--- config.mk ---
export PLATFORM = sky130hd
export DESIGN_NAME = systolic_array_ctrl
export DESIGN_NICKNAME = d
export VERILOG_FILES = /design/src/rtl/systolic_array_ctrl.sv
export SDC_FILE = /design/constraint.sdc
export NUM_CORES = 1
export LEC_CHECK = 0
export CORE_UTILIZATION = 45
export DETAILED_ROUTE_END_ITERATION = 10
export PLACE_DENSITY_LB_ADDON = 0.3
export SLEW_MARGIN = 5
export SYNTH_ARGS = -nofsm -noshare
export SYNTH_HDL_FRONTEND = slang
export SYNTH_SLANG_ARGS = --single-unit
--- constraint.sdc ---
create_clock -name i_clk -period 7.5 [get_ports i_clk]
set_clock_uncertainty 0.2 [all_clocks]
set_input_delay 1.5 -clock i_clk [delete_from_list [all_inputs] [get_ports i_clk]]
set_output_delay 1.5 -clock i_clk [all_outputs]
set_load 0.02 [all_outputs]
--- src/rtl/systolic_array_ctrl.sv ---
// ============================================================================
// systolic_array_ctrl
// ----------------------------------------------------------------------------
// Job sequencer for one SIZE x SIZE weight-stationary array of RPE cells.
// A job loads SIZE weight rows (bottom row first, so it shifts deepest),
// streams i_num_vec activation vectors, then waits for the last partial sums
// to leave the array bottom before pulsing o_done.
//
// Ports:
//   i_clk              rising-edge clock
//   i_rst_n            synchronous active-low reset
//   i_start            job request, only honoured in IDLE
//   i_num_vec          activation vector count, latched on an accepted start
//   o_busy             high whenever the sequencer is not IDLE
//   o_done             one-cycle pulse at job end
//   o_w_rd_en          weight buffer read enable (1-cycle read latency)
//   o_w_rd_addr        weight row address, SIZE-1 down to 0
//   o_weight_in_valid  weight-load strobe into array row 0
//   o_a_rd_en          activation buffer read enable (1-cycle read latency)
//   o_a_rd_addr        activation vector address, 0 up to num_vec-1
//   o_act_valid        activation data at the array input is valid
//   o_psum_col_valid   bit j: column j bottom partial sum valid this cycle
//
// SIZE must be at least 2.
// ============================================================================
module systolic_array_ctrl #(
    parameter int SIZE  = 8,
    parameter int VEC_W = 16,
    parameter int AW    = $clog2(SIZE)
) (
    input  logic             i_clk,
    input  logic             i_rst_n,
    input  logic             i_start,
    input  logic [VEC_W-1:0] i_num_vec,
    output logic             o_busy,
    output logic             o_done,
    output logic             o_w_rd_en,
    output logic [AW-1:0]    o_w_rd_addr,
    output logic             o_weight_in_valid,
    output logic             o_a_rd_en,
    output logic [VEC_W-1:0] o_a_rd_addr,
    output logic             o_act_valid,
    output logic [SIZE-1:0]  o_psum_col_valid
);

    // Delay line length: column j needs act_valid delayed SIZE+j cycles,
    // and tap k of the line holds act_valid delayed k+1 cycles.
    localparam int DEPTH = 2 * SIZE - 1;

    typedef enum logic [2:0] {
        IDLE,
        LOAD_W,
        COMPUTE,
        DRAIN,
        DONE
    } state_t;

    state_t             r_state;
    logic [VEC_W-1:0]   r_numVec;
    logic               r_busy;
    logic               r_done;
    logic               r_wRdEn;
    logic [AW-1:0]      r_wRdAddr;
    logic               r_weightValid;
    logic               r_aRdEn;
    logic [VEC_W-1:0]   r_aRdAddr;
    logic               r_actValid;
    logic [DEPTH-1:0]   r_delay;
    logic               w_drainPending;

    // DONE must be reached the first cycle in which nothing valid remains,
    // so DRAIN looks one cycle ahead: the valid strobes next cycle are
    // act_valid plus every delay tap except the last one, which is leaving
    // the line this cycle. The read enables are already low in DRAIN.
    always_comb begin
        w_drainPending = r_actValid;
        for (int k = 0; k < DEPTH - 1; k++) begin
            w_drainPending = w_drainPending | r_delay[k];
        end
    end

    // Sequencer FSM with all outputs registered. The valid strobes are the
    // read enables delayed by the buffers' one-cycle read latency, and the
    // psum delay line shifts act_valid so each column's flag matches the
    // diagonal activation skew through the array.
    always_ff @(posedge i_clk) begin
        if (!i_rst_n) begin
            r_state       <= IDLE;
            r_numVec      <= '0;
            r_busy        <= 1'b0;
            r_done        <= 1'b0;
            r_wRdEn       <= 1'b0;
            r_wRdAddr     <= '0;
            r_weightValid <= 1'b0;
            r_aRdEn       <= 1'b0;
            r_aRdAddr     <= '0;
            r_actValid    <= 1'b0;
            r_delay       <= '0;
        end else begin
            r_weightValid <= r_wRdEn;
            r_actValid    <= r_aRdEn;
            r_delay       <= {r_delay[DEPTH-2:0], r_actValid};

            case (r_state)
                IDLE: begin
                    if (i_start) begin
                        r_numVec  <= i_num_vec;
                        r_busy    <= 1'b1;
                        r_wRdEn   <= 1'b1;
                        r_wRdAddr <= AW'(SIZE - 1);
                        r_state   <= LOAD_W;
                    end
                end

                LOAD_W: begin
                    if (r_wRdAddr == '0) begin
                        r_wRdEn <= 1'b0;
                        // An empty job skips COMPUTE entirely.
                        if (r_numVec == '0) begin
                            r_state <= DRAIN;
                        end else begin
                            r_aRdEn   <= 1'b1;
                            r_aRdAddr <= '0;
                            r_state   <= COMPUTE;
                        end
                    end else begin
                        r_wRdAddr <= r_wRdAddr - 1'b1;
                    end
                end

                COMPUTE: begin
                    if (r_aRdAddr == r_numVec - 1'b1) begin
                        r_aRdEn   <= 1'b0;
                        r_aRdAddr <= '0;
                        r_state   <= DRAIN;
                    end else begin
                        r_aRdAddr <= r_aRdAddr + 1'b1;
                    end
                end

                DRAIN: begin
                    if (!w_drainPending) begin
                        r_done  <= 1'b1;
                        r_state <= DONE;
                    end
                end

                DONE: begin
                    r_done  <= 1'b0;
                    r_busy  <= 1'b0;
                    r_state <= IDLE;
                end

                default: begin
                    r_state <= IDLE;
                end
            endcase
        end
    end

    assign o_busy            = r_busy;
    assign o_done            = r_done;
    assign o_w_rd_en         = r_wRdEn;
    assign o_w_rd_addr       = r_wRdAddr;
    assign o_weight_in_valid = r_weightValid;
    assign o_a_rd_en         = r_aRdEn;
    assign o_a_rd_addr       = r_aRdAddr;
    assign o_act_valid       = r_actValid;
    assign o_psum_col_valid  = r_delay[DEPTH-1:SIZE-1];

endmodule

======== Yosys cells after proc, flatten, opt, wreduce, memory -nomap -nowiden ========
Cells that the tools add are included.
cells by class
  add/subtract/negate cells ............... 3
  equal/unequal tests ..................... 11
  multiplexer cells ....................... 23
  bitwise logic cells ..................... 14
  reductions and logical operators ........ 15
operator list
  kind                                                                   number
  16-bit 2-to-1 mux                                                      3
  16-bit case mux with 2 select lines                                    1
  3-bit 2-to-1 mux                                                       6
  16-bit by 1-bit adder with 16-bit output, second input constant        1
  16-bit equality test                                                   1
  16-bit logical NOT                                                     1
  16-bit by 1-bit subtractor with 16-bit output, second input constant   1
  1-bit bitwise OR                                                       14
  2-bit != test, second input constant                                   6
  3-bit case mux with 4 select lines                                     1
  3-bit AND reduction                                                    3
  1-bit case mux with 2 select lines                                     4
  4-bit AND reduction                                                    2
  2-bit nonzero test                                                     4
  1-bit 2-to-1 mux                                                       7
  3-bit by 2-bit equality test with 1-bit output, second input constant  2
  3-bit logical NOT                                                      2
  3-bit case mux with 2 select lines                                     1
  2-bit AND reduction                                                    3
  3-bit by 1-bit equality test with 1-bit output, second input constant  1
  3-bit equality test, second input constant                             1
  3-bit by 1-bit subtractor with 3-bit output, second input constant     1
storage, ports and cells
  bits in registers ....................... 59
  output and inout bits ................... 33
  word-level logic and storage cells ...... 77

======== Logic depth before layout (Yosys ltp) ========
Gate-level depths: netlist of the first run.
  depth in word-level cells ............... 16
  gate-level depth with buffers ........... 10
  mapped depth without buffers ............ 8

======== Worst setup path after synthesis of the first run ========
No wires, ideal clock.
  path kind ............................... register to register
  start point ............................. reg r_numVec[0]
  end point ............................... reg r_aRdAddr[2] (netlist: o_a_rd_addr[2])
  arrival time ............................ 2659 ps
  slack ................................... 4505 ps
  stages on the path, launching flop included .. 11
  period minus slack after synthesis ...... 2995 ps
  cell sequence ........................... dfxtp_1 > clkbuf_1 > inv_1 > ha_1 > or3b_2 > a2111o_1 > a21oi_1 > o211ai_2 > nor4_4 > buf_6 > o211ai_2
on the way
  cells in the longest elaborated chain, start to end .. 4
  elaborated cells on any way between the ends .. 7
  classes of those cells .................. add/sub: 1; eq/ne: 2; mux: 2; reduce/logical: 2
ends and longest elaborated chain
  item                                           line  source
  start, declared                                59    logic [VEC_W-1:0] r_numVec;
  start signal, assigned                         107   r_numVec <= i_num_vec;
  16-bit by 1-bit subtractor with 16-bit output  132   if (r_aRdAddr == r_numVec - 1'b1) begin
  16-bit equality test                           132
  16-bit 2-to-1 mux                              132
  16-bit case mux with 2 select lines            104   case (r_state)
  end signal, assigned                           137   r_aRdAddr <= r_aRdAddr + 1'b1;
  end, declared                                  66    logic [VEC_W-1:0] r_aRdAddr;
Parallel ways exist; a longest one is shown, timed or not.
A chain may end at the register's enable or synchronous reset.

==> metrics.txt, run 1 <==
status=finished clean; top cells by area, synth=dfxtp_1 (38%), xor2_1 (6.3%), nand2_1 (5.1%), a21oi_1 (4.7%), a211oi_1 (4.4%); Initial DRT Pass Iterations=7; Final min period=3960 ps; final wirelength=between 6000 and 7000 um; worst skew pair latency=340 ps; Synth Area in XOR/XNOR=roughly 8.3%; Reg clk slew, reported paths=80 ps; Syn. warnings=0; Post-synth top flop=dfxtp_1; part of the Yosys area used for sequential elements=38.5%; multiplexer share of the synthesized area=0.367%; Port Buffers=slightly above 50; die area=7160 sq um; Clock Power Share=26.1%; met1 GRT Util=between 20 and 30%; I/O pin cnt=52; synthesized area=3070 sq um; Post-Synth Simple-Gate Area=between 20% and 30%; drt drc=0; RD Place Congestion=about 0.9; Synth Net Count=slightly below 400; Psw=468 uW; Worst setup SP type=input port; period utilisation layout=52.8%; Max-slew headroom=37.4%; GR Util met3=5.41%; n_diodes=0; FILL cells=roughly 620; GR Util All Layers=20.4%; share of the synthesized area in the top cell type=38.5%; die width=roughly 85 um; Clock Sinks=59; layout cells sized above 1=6.98%; DIE HEIGHT=roughly 85 um; depth of the CTS H-tree=3; per-cell routed wire length=14.3 um; nets=420; fmax=~250 MHz; Max Slew Vio Count=0; Synth Instances=between 300 and 400; Clock Path Buffers=2; VDD IR max=0.215 mV; largest net degree at the start of global routing=29; Synth Area per Inst=8.44 sq um; FF+latch count, synth=between 50 and 60; setup_tns=0 ps; DRT iter0 DRCs=~160; WP data arrival=4040 ps; clock tree root buffer cell=clkbuf_8; met2 usage=30.0%; setup repair after global routing missed its margin=false; Critical Path RT=7580 ps; CP endpoint kind=flip-flop; hpwl dp=roughly 4900 um; Pleak=around 0.0014 uW; Comb power frac=38.2%; initial core utilization=approximately 48%; Post-synth EDFFs=0; gr ovfl total=0; most used routing layer in global routing=met2; ys async rst share=0%; crit path kind=in -> reg; Netlist cell types=between 50 and 60; antenna violations before repair=0; final hold vios=0; Hold/Removal Path Class=reg -> reg; sequential share of power=35.7%; Layout area overhead=21.3%; Post-Synth Adder-Cell Area=under 10%; Pint=701 uW; row count=29; post-layout util=57.7%; postcts setup bufs=0; DR vias=2687; max-cap check violation count=0; switch share=40.1%; CTS Hold Bufs=0; remaining antenna violation count after routing=0; Synth Area in Compound Gates=17.4%; Power Density=314 nW/um^2; Least-Margin Pin Slew=932 ps; number of global-route vias before repair=around 2500; largest area contributor in the netlist=dfxtp_1; wire length of the first global-routing pass=11600 um; cts bufs inserted=9; CTS resizes=0; routed vias/inst=between 5 and 6; CP max FO=26; core area=6460 sq um; main combinational cell family by area after synthesis=simple AND/OR/NAND/NOR gates; CTS tree=yes; Final setup viols=0
layout make-up:
class                      instances  area [sq um]  area share [%]
clock inverter                     7          82.6            2.22
tap                               77          96.3            2.59
timing repair buffer              53           526            14.1
sequential                        59          1180            31.7
multi-input combinational        262          1670            44.9
clock buffer                       9           124            3.33
inverter                          11          41.3            1.11
power by group through the flow:
stage	combinational (uW)	sequential [uW]	clock, uW
2_1_floorplan	336	412	0
3_3_place_gp	429	421	0
3_5_place_dp	441	422	0
4_1_cts	444	415	309
5_1_grt	494	425	326
6_report	446	417	305
cells in the mapped netlist (8+ instances only):
| master | instances |
|---|---|
| and2_1 | 20 |
| a211oi_1 | 18 |
| nand3_1 | 13 |
| clkbuf_1 | 15 |
| xor2_1 | 22 |
| buf_4 | 8 |
| inv_1 | 10 |
| nand2_1 | 42 |
| dfxtp_1 | 59 |
| nor2_1 | 15 |
| a21oi_1 | 29 |
| nor3_1 | 9 |
layout by cell type (no fill, tap or decap), drive strengths merged, types with 4 or more instances in the layout:
master          n
or3             5
nor4            8
nand4           7
o211ai          5
clkbuf          9
nand2          42
xor2           22
dfxtp          59
nor2           15
nor3            9
or4             4
nand2b          4
and2           20
xnor2           7
and4            4
a21oi          29
o21ai           8
and3            5
o22ai           4
ha              5
nor2b           4
inv            15
a211oi         18
clkdlybuf4s50  51
nand3          13
worst max-delay path: stages:
cell	delay, ps
clkdlybuf4s50_1	900
clkinv_1	800
or4_1	710
a21oi_1	120
routing by layer:
metal | share of wire [%] | up-vias
li1 | - | 1366
met1 | 49 | 1232
met2 | 44 | 81
met3 | 5.3 | 8
met4 | 1.2 | 0
met5 | 0 | -
cells by family after synthesis:
family / count (synthesis)
flops: 59
buf+inv: 43
fa+ha+maj: 5
xor+xnor: 29
compound gates: 80
mux: 1
simple gates: 147
worst paths after layout:
kind	depth (start not counted)	to	startpoint	slack, ps
min reg2reg	1	r_delay[4]	r_delay[3]	270
min	1	r_delay[4]	r_delay[3]	270
max reg2reg	8	r_state[0]	r_numVec[0]	4050
max	4	r_state[1]	i_rst_n	3540
sequential cells by signal (all words and copies together), names as in the netlist:
register / flops
o_a_rd_addr: 16
o_w_rd_en: 1
r_numVec: 16
o_w_rd_addr: 3
r_state: 3
o_act_valid: 1
o_weight_in_valid: 1
o_done: 1
r_delay: 15
o_busy: 1
o_a_rd_en: 1
through the flow:
| step | hold WS (ps) | cells | area (sq um) | total power [uW] | setup WS [ps] |
|---|---|---|---|---|---|
| 5_1_grt | 298 | 478 | 3720 | 1240 | 3330 |
| 3_5_place_dp | 248 | 462 | 3520 | 863 | 3190 |
| 2_1_floorplan | 230 | 364 | 3070 | 748 | 4510 |
| 6_report | 271 | 478 | 3720 | 1170 | 3540 |
| 3_3_place_gp | 244 | 462 | 3520 | 850 | 3270 |
| 4_1_cts | 272 | 478 | 3720 | 1170 | 3550 |
(Power assumes the default switching activity.)
==> run 2, diff against run 1 <==
clock period = 3.85 ns   (was 7.5 ns; I/O delays follow)
==> run 2 against run 1 <==
  * Clock power rose by 72%
  * Critical path type is now reg -> reg
  * Worst hold slack got worse by 10 ps
  * First-iteration DRC count fell by 5.5%
==> metrics.txt, run 2 (synthesis gave the netlist of run 1 again) <==
status=finished clean; number of global-route vias before repair=2522; die area=7160 sq um; I/O pin cnt=52; cts bufs inserted=9; gr ovfl total=0; worst skew pair latency=350 ps; RD Place Congestion=between 0.8 and 0.9; DR vias=2719; PnR worst setup slack=about 550 ps; fmax=303 MHz; DRT iter0 DRCs=between 150 and 200; Max Slew Vio Count=0; clock tree root buffer cell=clkbuf_8; CP endpoint kind=flip-flop; Pwr Total=2200 uW; crit path kind=reg -> reg; dpl ws=~600 ps; Worst setup SP type=flip-flop; WP data arrival=3280 ps; Clock Sinks=59; hpwl dp=4960 um; Final setup viols=0; setup repair after global routing missed its margin=false; Max-slew headroom=between 30% and 40%; GR Util All Layers=20.8%; n_diodes=0; Initial DRT Pass Iterations=6; VDD IR max=0.332 mV; final hold vios=0; DIE HEIGHT=84.6 um; period utilisation layout=85.6%; CTS Hold Bufs=0; row count=29; Layout area overhead=21.3%; CP max FO=10; core area=between 6000 and 7000 sq um; max-cap check violation count=0; Pleak=0.00140 uW; most common cell after layout, fill and taps aside=dfxtp_1; antenna violations before repair=0; layout cells sized above 1=7.67%; final wirelength=6930 um; Critical Path RT=3840 ps; most frequent cells in the layout=dfxtp_1 (59), clkdlybuf4s50_1 (51), nand2_1 (42); postcts setup bufs=0; Clock Path Buffers=2; Min Hold Slack=261 ps; Multi-input gate area=between 1500 and 2000 sq um; wire length of the first global-routing pass=about 12000 um; setup_tns=0 ps; FILL cells=612; largest net degree at the start of global routing=26; Final min period=3300 ps; FF/Latch Area=about 1200 sq um; Reg clk slew, reported paths=80 ps; Least-Margin Pin Slew=944 ps; Hold/Removal Path Class=reg -> reg; initial core utilization=47.5%; nets=~420; remaining antenna violation count after routing=0; CTS tree=yes; depth of the CTS H-tree=3; Power Density=592 nW/um^2; routed vias/inst=around 5.7; die width=84.6 um; CTS resizes=0; drt drc=0; Port Buffers=51; post-layout util=57.7%; per-cell routed wire length=14.4 um
## run 2: cell types whose count changed in the layout (fill, tap and decap cells not counted)
cell / delta
clkinvlp_4: +2
bufinv_16: -1
buf_4: +3
inv_6: -1
## run 2: worst paths after layout
check	start	to	slack, ps	cells past startpoint
min reg2reg	r_delay[1]	r_delay[2]	260	1
max reg2reg	r_numVec[0]	o_a_rd_addr[3]	550	9
min	r_delay[1]	r_delay[2]	260	1
max	r_numVec[0]	o_a_rd_addr[3]	550	9
## run 2: area by class of cell
cell class,instances,area share (%)
Clock buffer,9,3.33
Inverter,11,1.11
Timing Repair Buffer,56,14.7
Multi-Input combinational cell,262,45.0
Tap cell,77,2.59
Sequential cell,59,31.7
Clock inverter,7,1.58
## run 2: per-layer routing
metal | global-route usage [%] | share of wire (%) | vias up
li1 | - | - | 1359
met1 | 28.9 | 50 | 1271
met2 | 30.2 | 43 | 71
met3 | 6.10 | 4.7 | 18
met4 | 8.17 | 1.9 | 0
met5 | 0 | 0 | -
## run 2: critical path, stage by stage (launching register included)
cell	delay, ps
dfxtp_1	520
inv_1	110
ha_1	250
or3b_2	450
a2111o_1	420
a21oi_1	170
o211ai_2	130
nor4_4	520
buf_4	280
a211oi_1	80
## run 2: power by group
group	internal, uW	switching [uW]
sequential	694	119
combinational	361	505
clock	243	282
total	1300	906
## run 2: per-stage QoR
stage               instances  cell area (sq um)
floorplan                 364               3070
global placement          465               3540
detailed placement        465               3540
CTS                       481               3720
global route              481               3720
finish                    481               3720
==> run 3, diff against run 2 <==
CORE_UTILIZATION = 50   (was 45)
CTS_BUF_LIST = sky130_fd_sc_hd__clkbuf_16   (was unset)
==> run 3 against run 2 <==
  * Via count up 1.3%
  * Maximum frequency up 8.4%
  * Clock-buffer cell count unchanged
  * Core utilization up 7.4 points
  * Critical path type unchanged
  * Largest cell class unchanged
  * Highest routed layer unchanged
==> metrics.txt, run 3 (synthesis gave the netlist of run 1 again) <==
die area=6460 sq um; Max-slew headroom=between 50 and 60%; number of global-route vias before repair=2515; DR vias=approximately 2800; max-cap check violation count=0; largest net degree at the start of global routing=29; Pwr Total=~2500 uW; row count=28; Power Density=~660 nW/um^2; DRT iter0 DRCs=141; most frequent cells in the layout=dfxtp_1 (59), clkdlybuf4s50_1 (51), nand2_1 (42); nets=423; Worst Hold Launch=r_delay[0]; sequential share of power=approximately a third; Slowest-stage cell, CP=dfxtp_1; drt drc=0; n_diodes=0; Clock Path Buffers=2; layout cells sized above 1=7.18%; I/O pin cnt=between 50 and 60; VDD IR max=approximately 0.45 mV; CP max FO=18; worst hold endpoint=r_delay[1]; most common cell after layout, fill and taps aside=dfxtp_1; CTS Hold Bufs=0; final hold vios=0; Clock Power Share=32.8%; wire length of the first global-routing pass=11900 um; clock tree root buffer cell=clkbuf_16; remaining antenna violation count after routing=0; fin area=3850 sq um; placed inst area=3540 sq um; worst r2r dst=r_state[0]; crit path cell chain=inv_1, ha_1, or3b_2, a2111o_1, a21oi_1, o211ai_2, nor4_4, buf_4, o221a_2; crit-path max cell delay=510 ps; core area=5920 sq um; CTS resizes=0; Port Buffers=51; die width=80.4 um; depth of the CTS H-tree=3; Hold/Removal Path Class=reg -> reg; Comb power frac=34.9%; hpwl dp=5090 um; Psw=910 uW; Worst setup SP type=flip-flop; worst skew pair latency=330 ps; Max Slew Vio Count=0; switch share=36.0%; Crit path max-delay family=compound AO/OA/AOI/OAI gates; antenna violations before repair=0; CP Buf/Inv Count=2; DIE HEIGHT=roughly 80 um; Final min period=roughly 3000 ps; Pleak=0.00147 uW; status=finished clean; WP data arrival=roughly 3100 ps; final wirelength=7250 um; fmax=roughly 330 MHz; GR Util All Layers=24.1%; gr ovfl total=0; RD Place Congestion=0.954; Pint=1610 uW; setup repair after global routing missed its margin=false; per-cell routed wire length=about 15 um; FILL cells=494; Worst Hold Depth=1; Clock Sinks=59; routed vias/inst=between 5 and 6; period utilisation layout=79.0%; Reg clk slew, reported paths=50 ps; Initial DRT Pass Iterations=4; FF-to-FF path depth=9; crit path kind=reg -> reg; Critical Path RT=just under 4000 ps; cts bufs inserted=9; r2r setup slk=approximately 800 ps; setup_tns=0 ps; Final setup viols=0; postcts setup bufs=0; CP endpoint kind=flip-flop; worst r2r src=r_numVec[0]; initial core utilization=51.9%; Layout area overhead=25.3%; Least-Margin Pin Slew=~700 ps; CTS tree=yes
==> run 3: cell types whose count changed in the layout (fill, tap and decap cells not counted) <==
cell	before	now
clkinv_2	0	2
inv_6	4	0
clkbuf_8	9	0
clkbuf_16	0	9
inv_1	10	12
clkinv_4	1	0
bufinv_16	0	2
clkinvlp_4	2	1
==> run 3: routing by layer <==
layer  share of wire (%)  global-route usage [%]
met5                   0                       0
met4                 1.6                    7.86
met3                 5.5                    7.95
met2                  50                    42.2
met1                  43                    27.4
==> run 3: metrics by stage <==
| step | hold slack (ps) | std cells | util [%] | setup slack [ps] |
|---|---|---|---|---|
| after floorplan | 230 | 364 | - | 855 |
| after global placement | 237 | 463 | 59.8 | 955 |
| after detailed placement | 246 | 463 | 59.8 | 858 |
| after CTS | 250 | 479 | 65.0 | 841 |
| after global routing | 283 | 479 | 65.0 | 693 |
| final | 248 | 479 | 65.0 | 809 |
==> run 3: worst register-to-register path: stages, from the launching register on <==
cell and delay, ps:
dfxtp_1 510, inv_1 110, ha_1 260, or3b_2 450
a2111o_1 410, a21oi_1 200, o211ai_2 140, nor4_4 230
buf_4 270, o221a_2 220
==> run 3: power by group through the flow <==
stage | logic [uW] | clock network, uW | registers, uW
6_report | 881 | 829 | 816
5_1_grt | 974 | 867 | 829
4_1_cts | 878 | 837 | 814
3_5_place_dp | 870 | 0 | 825
3_3_place_gp | 849 | 0 | 822
2_1_floorplan | 654 | 0 | 802
==> run 3: worst max-delay path by stage <==
| stage | endpoint | slack, ps | start | cells past startpoint |
|---|---|---|---|---|
| after floorplan | o_a_rd_addr[2] | 860 | r_numVec[0] | 10 |
| after global placement | r_state[0] | 960 | r_numVec[0] | 9 |
| after detailed placement | r_state[0] | 860 | r_numVec[0] | 9 |
| after CTS | r_state[0] | 840 | r_numVec[0] | 9 |
| after global routing | r_state[0] | 690 | r_numVec[0] | 9 |
| final | r_state[0] | 810 | r_numVec[0] | 9 |
==> run 3: area by class of cell <==
| type | instances | area, sq um | share of cell area (%) |
|---|---|---|---|
| Clock buffer | 9 | 225 | 5.85 |
| Sequential cell | 59 | 1180 | 30.7 |
| Timing Repair Buffer | 56 | 548 | 14.2 |
| Clock inverter | 7 | 85.1 | 2.21 |
| Tap cell | 75 | 93.8 | 2.44 |
| Inverter | 11 | 41.3 | 1.07 |
| Multi-Input combinational cell | 262 | 1670 | 43.5 |
